==> config.mk <==
export PLATFORM = sky130hd
export DESIGN_NAME = uart_frame_parser
export DESIGN_NICKNAME = d
export VERILOG_FILES = /design/src/rtl/uart_frame_parser.sv
export SDC_FILE = /design/constraint.sdc
export NUM_CORES = 1
export LEC_CHECK = 0
export BUFFER_PORTS_ARGS = -buffer_cell sky130_fd_sc_hd__buf_2
export CAP_MARGIN = 20
export CORE_ASPECT_RATIO = 1.4
export CORE_MARGIN = 2
export CORE_UTILIZATION = 58
export DETAILED_ROUTE_END_ITERATION = 10
export GPL_TIMING_DRIVEN = 0
export PLACE_DENSITY = 0.8
export SLEW_MARGIN = 10
export SYNTH_ARGS = -nofsm -noshare
export SYNTH_HDL_FRONTEND = slang
export SYNTH_SLANG_ARGS = --single-unit
==> constraint.sdc <==
create_clock -name sys_clk_i -period 2.9 [get_ports sys_clk_i]
set_clock_uncertainty 0.05 [all_clocks]
set_input_delay 0.58 -clock sys_clk_i [delete_from_list [all_inputs] [get_ports sys_clk_i]]
set_output_delay 0.58 -clock sys_clk_i [all_outputs]
set_load 0.005 [all_outputs]
==> src/rtl/uart_frame_parser.sv <==
// Command frame parser sitting on the RX FIFO read port.
// Parses HEAD0 HEAD1 CMD LEN PAYLOAD[LEN] CHK, streams payload and reports each frame end.
`timescale 1ns/1ps

module uart_frame_parser #(
  parameter logic [7:0]  HEAD0          = 8'h55,
  parameter logic [7:0]  HEAD1          = 8'hAA,
  parameter int unsigned MAX_LEN        = 16,
  parameter int unsigned TIMEOUT_CYCLES = 500000
) (
  input  logic       sys_clk_i,
  input  logic       rst_n_i,
  output logic       fifo_rd_en_o,
  input  logic       fifo_dout_valid_i,
  input  logic [7:0] fifo_dout_i,
  input  logic       fifo_empty_i,
  output logic [7:0] frame_cmd_o,
  output logic [7:0] frame_len_o,
  output logic [7:0] frame_data_o,
  output logic       frame_data_valid_o,
  output logic       frame_data_last_o,
  output logic       frame_done_o,
  output logic       frame_err_o,
  output logic [1:0] frame_err_code_o,
  output logic [7:0] frame_err_cnt_o
);

  // state | meaning
  // IDLE  | hunting for HEAD0, no timeout
  // HDR1  | HEAD0 seen, expecting HEAD1 (HEAD0 repeats resync here)
  // CMD   | expecting command byte
  // LEN   | expecting length byte
  // DATA  | streaming payload, byte_cnt_q bytes still to come
  // CHK   | expecting checksum byte
  localparam logic [2:0] S_IDLE = 3'd0;
  localparam logic [2:0] S_HDR1 = 3'd1;
  localparam logic [2:0] S_CMD  = 3'd2;
  localparam logic [2:0] S_LEN  = 3'd3;
  localparam logic [2:0] S_DATA = 3'd4;
  localparam logic [2:0] S_CHK  = 3'd5;

  localparam int unsigned     TO_W      = (TIMEOUT_CYCLES > 1) ? $clog2(TIMEOUT_CYCLES) : 1;
  localparam logic [TO_W-1:0] TO_LAST   = TO_W'(TIMEOUT_CYCLES - 1);
  localparam logic [7:0]      MAX_LEN_B = 8'(MAX_LEN);

  localparam logic [1:0] ERR_OK      = 2'd0;
  localparam logic [1:0] ERR_CHK     = 2'd1;
  localparam logic [1:0] ERR_LEN     = 2'd2;
  localparam logic [1:0] ERR_TIMEOUT = 2'd3;

  logic [2:0]      state_q;
  logic            rd_pend_q;
  logic [7:0]      byte_cnt_q;
  logic [7:0]      chk_q;
  logic [TO_W-1:0] to_cnt_q;

  logic            byte_vld;
  logic            rd_launch;
  logic            to_fire;
  logic            fin;
  logic [1:0]      fin_code;

  // Data arriving without an outstanding read is not ours and is dropped.
  assign byte_vld  = fifo_dout_valid_i & rd_pend_q;
  assign rd_launch = ~rd_pend_q & ~fifo_empty_i;
  assign to_fire   = (state_q != S_IDLE) && (to_cnt_q == TO_LAST);

  always_ff @(posedge sys_clk_i or negedge rst_n_i) begin
    if (!rst_n_i) begin
      fifo_rd_en_o <= 1'b0;
      rd_pend_q    <= 1'b0;
    end else begin
      fifo_rd_en_o <= rd_launch;
      if (rd_launch) begin
        rd_pend_q <= 1'b1;
      end else if (byte_vld) begin
        rd_pend_q <= 1'b0;
      end
    end
  end

  always_ff @(posedge sys_clk_i or negedge rst_n_i) begin
    if (!rst_n_i) begin
      to_cnt_q <= '0;
    end else if ((state_q == S_IDLE) || byte_vld || to_fire) begin
      to_cnt_q <= '0;
    end else begin
      to_cnt_q <= to_cnt_q + TO_W'(1);
    end
  end

  always_comb begin
    fin      = 1'b0;
    fin_code = ERR_OK;
    if (to_fire) begin
      fin      = 1'b1;
      fin_code = ERR_TIMEOUT;
    end else if (byte_vld) begin
      case (state_q)
        S_LEN: begin
          if (fifo_dout_i > MAX_LEN_B) begin
            fin      = 1'b1;
            fin_code = ERR_LEN;
          end
        end
        S_CHK: begin
          fin      = 1'b1;
          fin_code = (fifo_dout_i == chk_q) ? ERR_OK : ERR_CHK;
        end
        default: ;
      endcase
    end
  end

  always_ff @(posedge sys_clk_i or negedge rst_n_i) begin
    if (!rst_n_i) begin
      state_q            <= S_IDLE;
      byte_cnt_q         <= '0;
      chk_q              <= '0;
      frame_cmd_o        <= '0;
      frame_len_o        <= '0;
      frame_data_o       <= '0;
      frame_data_valid_o <= 1'b0;
      frame_data_last_o  <= 1'b0;
    end else begin
      frame_data_valid_o <= 1'b0;
      frame_data_last_o  <= 1'b0;
      if (to_fire) begin
        // A byte landing in the timeout cycle is treated as a hunt byte.
        state_q <= (byte_vld && (fifo_dout_i == HEAD0)) ? S_HDR1 : S_IDLE;
      end else if (byte_vld) begin
        case (state_q)
          S_IDLE: begin
            if (fifo_dout_i == HEAD0) state_q <= S_HDR1;
          end
          S_HDR1: begin
            if (fifo_dout_i == HEAD1) begin
              state_q <= S_CMD;
            end else if (fifo_dout_i != HEAD0) begin
              state_q <= S_IDLE;
            end
          end
          S_CMD: begin
            frame_cmd_o <= fifo_dout_i;
            chk_q       <= fifo_dout_i;
            state_q     <= S_LEN;
          end
          S_LEN: begin
            frame_len_o <= fifo_dout_i;
            chk_q       <= chk_q + fifo_dout_i;
            byte_cnt_q  <= fifo_dout_i;
            if (fifo_dout_i == 8'd0) begin
              state_q <= S_CHK;
            end else if (fifo_dout_i > MAX_LEN_B) begin
              state_q <= S_IDLE;
            end else begin
              state_q <= S_DATA;
            end
          end
          S_DATA: begin
            chk_q              <= chk_q + fifo_dout_i;
            frame_data_o       <= fifo_dout_i;
            frame_data_valid_o <= 1'b1;
            frame_data_last_o  <= (byte_cnt_q == 8'd1);
            byte_cnt_q         <= byte_cnt_q - 8'd1;
            if (byte_cnt_q == 8'd1) state_q <= S_CHK;
          end
          S_CHK: begin
            state_q <= S_IDLE;
          end
          default: begin
            state_q <= S_IDLE;
          end
        endcase
      end
    end
  end

  always_ff @(posedge sys_clk_i or negedge rst_n_i) begin
    if (!rst_n_i) begin
      frame_done_o     <= 1'b0;
      frame_err_o      <= 1'b0;
      frame_err_code_o <= ERR_OK;
      frame_err_cnt_o  <= '0;
    end else begin
      frame_done_o <= fin;
      if (fin) begin
        frame_err_o      <= (fin_code != ERR_OK);
        frame_err_code_o <= fin_code;
        if ((fin_code != ERR_OK) && (frame_err_cnt_o != 8'hFF)) begin
          frame_err_cnt_o <= frame_err_cnt_o + 8'd1;
        end
      end
    end
  end

endmodule

Word level (Yosys, flattened, before mapping)
Index checks and enable logic that the tools add are counted.
- bits in registers: 78
- logic and storage cells: 91
- bits in latches: 0
- bits in read-only memories: 0
- memories: 0
- RAM bits: 0
- equal/unequal tests: 15
- $add $sub $neg: 4
- divide/modulo/power cells: 0
- shifts and indexed selects: 0
- multiplexer cells: 30
- multipliers: 0
- order comparisons: 1
- bitwise gates (word level): 5
- reduce and logical (&&, ||, !) cells: 21
- operators by type and width (kind ; count):
    $pmux W8 S2 ; 2
    $mux W3 ; 8
    $add A19 B1 Y19 const B ; 1
    $eq A19 B19 Y1 const B ; 1
    $mux W19 ; 1
    $pmux W3 S5 ; 1
    $reduce_and A3 Y1 ; 5
    $mux W1 ; 13
    $reduce_bool A2 Y1 ; 5
    $add A8 B1 Y8 const B ; 1
    $add A8 B8 Y8 ; 1
    $eq A8 B1 Y1 const B ; 1
    $eq A8 B7 Y1 const B ; 1
    $eq A8 B8 Y1 ; 1
    $eq A8 B8 Y1 const B ; 1
    $gt A8 B5 Y1 const B ; 1
    $logic_not A8 Y1 ; 1
    $ne A8 B7 Y1 const B ; 1
    $ne A8 B8 Y1 const B ; 1
    $sub A8 B1 Y8 const B ; 1
    $eq A3 B2 Y1 const B ; 2
    $eq A3 B3 Y1 const B ; 2
    $mux W2 ; 3
    $ne A4 B4 Y1 const B ; 1
    14 further kinds ; 20

Depth between registers and ports, before layout
- depth after elaboration: 8
- depth in mapped cells: 9
- mapped depth without buffers: 9

Worst setup path after synthesis
Ideal clock, no wire load.
- kind: input port to flip-flop
- start: input port fifo_dout_i[3]
- end: register frame_err_cnt_o[6]
- cell stages on the path: 6
- data required time: 2.723 ns
- path slack: 0.631 ns
- arrival: 2.091 ns
- cell sequence: ha_1 > nor4_1 > a31oi_1 > or3_4 > nand4_1 > mux2_1
- cells in the longest elaborated chain, start to end: 8
- RTL lines (element ; line ; RTL):
    start: declaration ; 15 ; input logic [7:0] fifo_dout_i,
    $gt A8 B5 Y1 or $eq A8 B8 Y1 (tied branches) ; 101, 108 ;
    $mux W2 or $mux W1 (tied branches) ; 101, 108 ;
    $pmux W2 S2 ; 99 ; case (state_q)
    $mux W2 ; 98 ; end else if (byte_vld) begin
    $mux W2 ; 95 ; if (to_fire) begin
    $reduce_bool A2 Y1 ; 190 ; if ((fin_code != ERR_OK) && (frame_err_cnt_o != 8'hFF)) begin
    $logic_and A1 B1 Y1 ; 190 ;
    $reduce_and A2 Y1 (no line) (*) ; n/a ;
    end signal: assignment ; 191 ; frame_err_cnt_o <= frame_err_cnt_o + 8'd1;
    end: declaration ; 25 ; output logic [7:0] frame_err_cnt_o
Every way passes the cells marked *; elsewhere a longest branch is shown, timed or not.
A chain may end at the register's enable or synchronous reset.

Final worst setup path
Same ends and word-level chain as after synthesis.

==> results by group <==
Final layout
  – Final cell count without fillers: 558
  – Nets: 482
  – N_diodes: 0
  – FILL cells: 567
  – Layout cells sized above 1: 24.62%
  – P&R area growth vs syn: 13.71%

Die
  – Chip Height: 103.5 um
  – Core Area: 0.006892 mm^2
  – Starting density of the core: 59.46%
  – Die width: 75.04 um
  – Io pins: 51
  – Row count: 36
  – Die ar.: 0.007763 mm^2

Detailed routing
  – Wire per inst: 15.48 um
  – Drt via density: 5.656
  – Final ANT Viol Nets: 0
  – # DRC: 0
  – Via count: 3,156
  – DR iter-0 viols: 110
  – Drt first pass iters: 4
  – Post-Route WL: 8.638 mm

Worst setup path
  – Type of destination of the critical path: flop
  – Largest stage delay on the critical path: 0.40 ns
  – Worst Path Buf+Inv: 1
  – Critical path, cell by cell: buf_2, ha_1, nor4_1, a31oi_1, or3_4, nand4_1, mux2_1
  – Crit path arrival time: 2.48 ns
  – CP max stage cell: ha_1
  – Delay-heaviest family, CP: simple AND/OR/NAND/NOR gates
  – Worst EP required: 3.09 ns
  – Critical Path Source Type: input port
  – Setup CP Type: in2reg
  – CP max FO: 9

Global route
  – First-pass GRT wire length: 14.01 mm
  – Grt ovf: 0
  – Initial antenna violation count: 0
  – Total GRT Usage: 23.99%
  – Vias in the first global route: 3,057
  – Largest net degree at the start of global routing: 42

STA
  – Hold Fails Final Rpt: 0
  – Rel. slew slack: 58.84%
  – Min Tclk post-route: 2.283 ns
  – Final Cycle Share: 78.73%
  – Max Freq: 0.4380 GHz
  – Setup-failing EPs final: 0
  – Worst-Margin Slew: 0.6127 ns
  – WHS: 0.1385 ns
  – Number of slew-limit violations in the final report: 0
  – Setup TNS: 0 ns
  – Unrepaired setup endpoints after global routing: no

Logic synthesis
  – Net Count, Synth: 421
  – Ys async rst share: 100.0%
  – Post-synth EDFFs: 0
  – Synth top area share: 47.63%
  – Seq cells post-synth: 78
  – Average cell area after synthesis: 10.32 um^2
  – Synth warnings: 0
  – Mapped cell area: 0.004098 mm^2
  – Cells taking the most area after synthesis: dfrtp_1 (48%), nor2_1 (3.9%), mux2_2 (3.6%)
  – Post-Synthesis Cells: 397
  – Distinct cells, synth: 68
  – Sequential area share after synthesis: 47.63%
  – Largest area contributor in the netlist: dfrtp_1
  – Post-synth top flop: dfrtp_1

Clocking
  – H-tree levels: 3
  – Clk root buf: clkbuf_8
  – Clk sinks: 78
  – PostCTS Resize Cnt: 0
  – Cts hold-fix bufs: 0
  – Clock Path Buffers: 2
  – CTS buffer count: 9
  – Clk_lat worst skew: 0.36 ns
  – Post-CTS setup buffers: 0
  – CTS tree: built
  – Clock-pin transition on the worst setup and hold timing paths: 0.08 ns

Placed design
  – Post-placement cell count: 542
  – DP HPWL: 6.207 mm
  – Final GP Congestion: 0.9167
  – I/O Buffers: 49

Pwr
  – Maximum vdd drop: 0.4109 mV
  – Power Dens Cells: 486.8 mW/mm^2
  – Lkg Pwr: 2.247 nW
  – Overall Power: 2.268 mW

Status
  – Run status: finished clean

Min path
  – HP Class: in2async

Run
  – Max-Cap Viols: 0
worst paths after layout:
check,from,endpoint,slack (ns),depth (start not counted)
max,fifo_dout_i[3],frame_err_cnt_o[6],0.62,7
min,rst_n_i,frame_data_valid_o,0.14,1
max reg2reg,to_cnt_q[0],frame_len_o[5],0.63,8
min reg2reg,frame_len_o[1],frame_len_o[1],0.43,2
max in group asynchronous,rst_n_i,frame_err_code_o[0],2.08,2
min in group sys_clk_i,fifo_empty_i,fifo_rd_en_o,0.33,2
layer usage:
metal	wire length, um	track usage [%]	vias to the layer above	part of all wire, %
met5	0	0	-	0
met1	3561	29.48	1528	41
li1	-	-	1528	-
met2	4507	40.01	81	52
met3	378	5.329	19	4.4
met4	189	10.71	0	2.2
registers in the layout, indices dropped and copies added, names as in the netlist:
register	count
byte_cnt_q	8
frame_data_last_o	1
frame_len_o	8
frame_err_code_o	2
chk_q	8
frame_err_o	1
frame_done_o	1
frame_err_cnt_o	8
to_cnt_q	19
frame_cmd_o	8
rd_pend_q	1
frame_data_o	8
state_q	3
fifo_rd_en_o	1
frame_data_valid_o	1
synthesized netlist by cell type, types with 3 or more instances:
cell      instances
dfrtp_1          78
nor2_1           43
nand2_1          31
o21ai_0          26
a21oi_1          17
inv_1            17
nand3_1          14
mux2_2           13
xnor2_1          13
nor3_1           12
xor2_1           12
ha_1             11
nand4_1          10
and3_1            6
buf_6             5
a22oi_1           4
a31oi_1           4
clkbuf_1          4
mux2_4            4
and4_1            3
buf_2             3
mux2_1            3
nand2b_1          3
nor4_1            3
or3b_1            3
cell type report:
cell class | count | area, um^2 | area share (%)
buffer | 15 | 108.9 | 2.336
clock buffer | 11 | 141.4 | 3.034
clock inverter | 5 | 33.78 | 0.7250
inverter | 17 | 63.81 | 1.369
multi-input combinational | 287 | 1973 | 42.35
sequential | 78 | 1952 | 41.89
tap | 95 | 118.9 | 2.551
timing repair buffer | 50 | 267.8 | 5.747
through the flow:
step	util, %	setup WS, ns	cell area [um^2]
floorplan	-	0.6312	4098
global placement	64.74	0.2791	4462
detailed placement	65.07	0.2548	4484
CTS	67.61	0.6201	4659
global route	67.61	0.5014	4659
finish	67.61	0.6169	4659
cells in the final DEF (no fill, tap or decap), types with 4 or more instances in the layout:
master     n
nand2_1   31
a31oi_1    4
and3_1     6
clkbuf_8  10
buf_6      5
clkbuf_1   5
xnor2_1   13
o21ai_0   26
buf_2     51
ha_1      11
xor2_1    12
mux2_2    13
nor3_1    12
dfrtp_1   78
inv_1     17
mux2_4     4
nand3_1   14
a21oi_1   17
nor2_1    43
nand4_1   10
a22oi_1    4
where the power goes:
part / switching (mW) / leakage [nW] / internal (mW)
clock network: 0.409 / 0.0857 / 0.334
registers: 0.0357 / 1.07 / 1.14
logic: 0.209 / 1.10 / 0.141
total: 0.654 / 2.25 / 1.61
cell families after synthesis:
logic type	share of synthesized area [%]
XOR/XNOR	5.344
buffers and inverters	4.213
multiplexers	6.351
adder cells (fa/ha/maj)	3.847
flip-flops	47.63
AND/OR/NAND/NOR	20.64
AO/OA/AOI/OAI	11.97
Note: power is estimated with default switching activity, not from simulation.
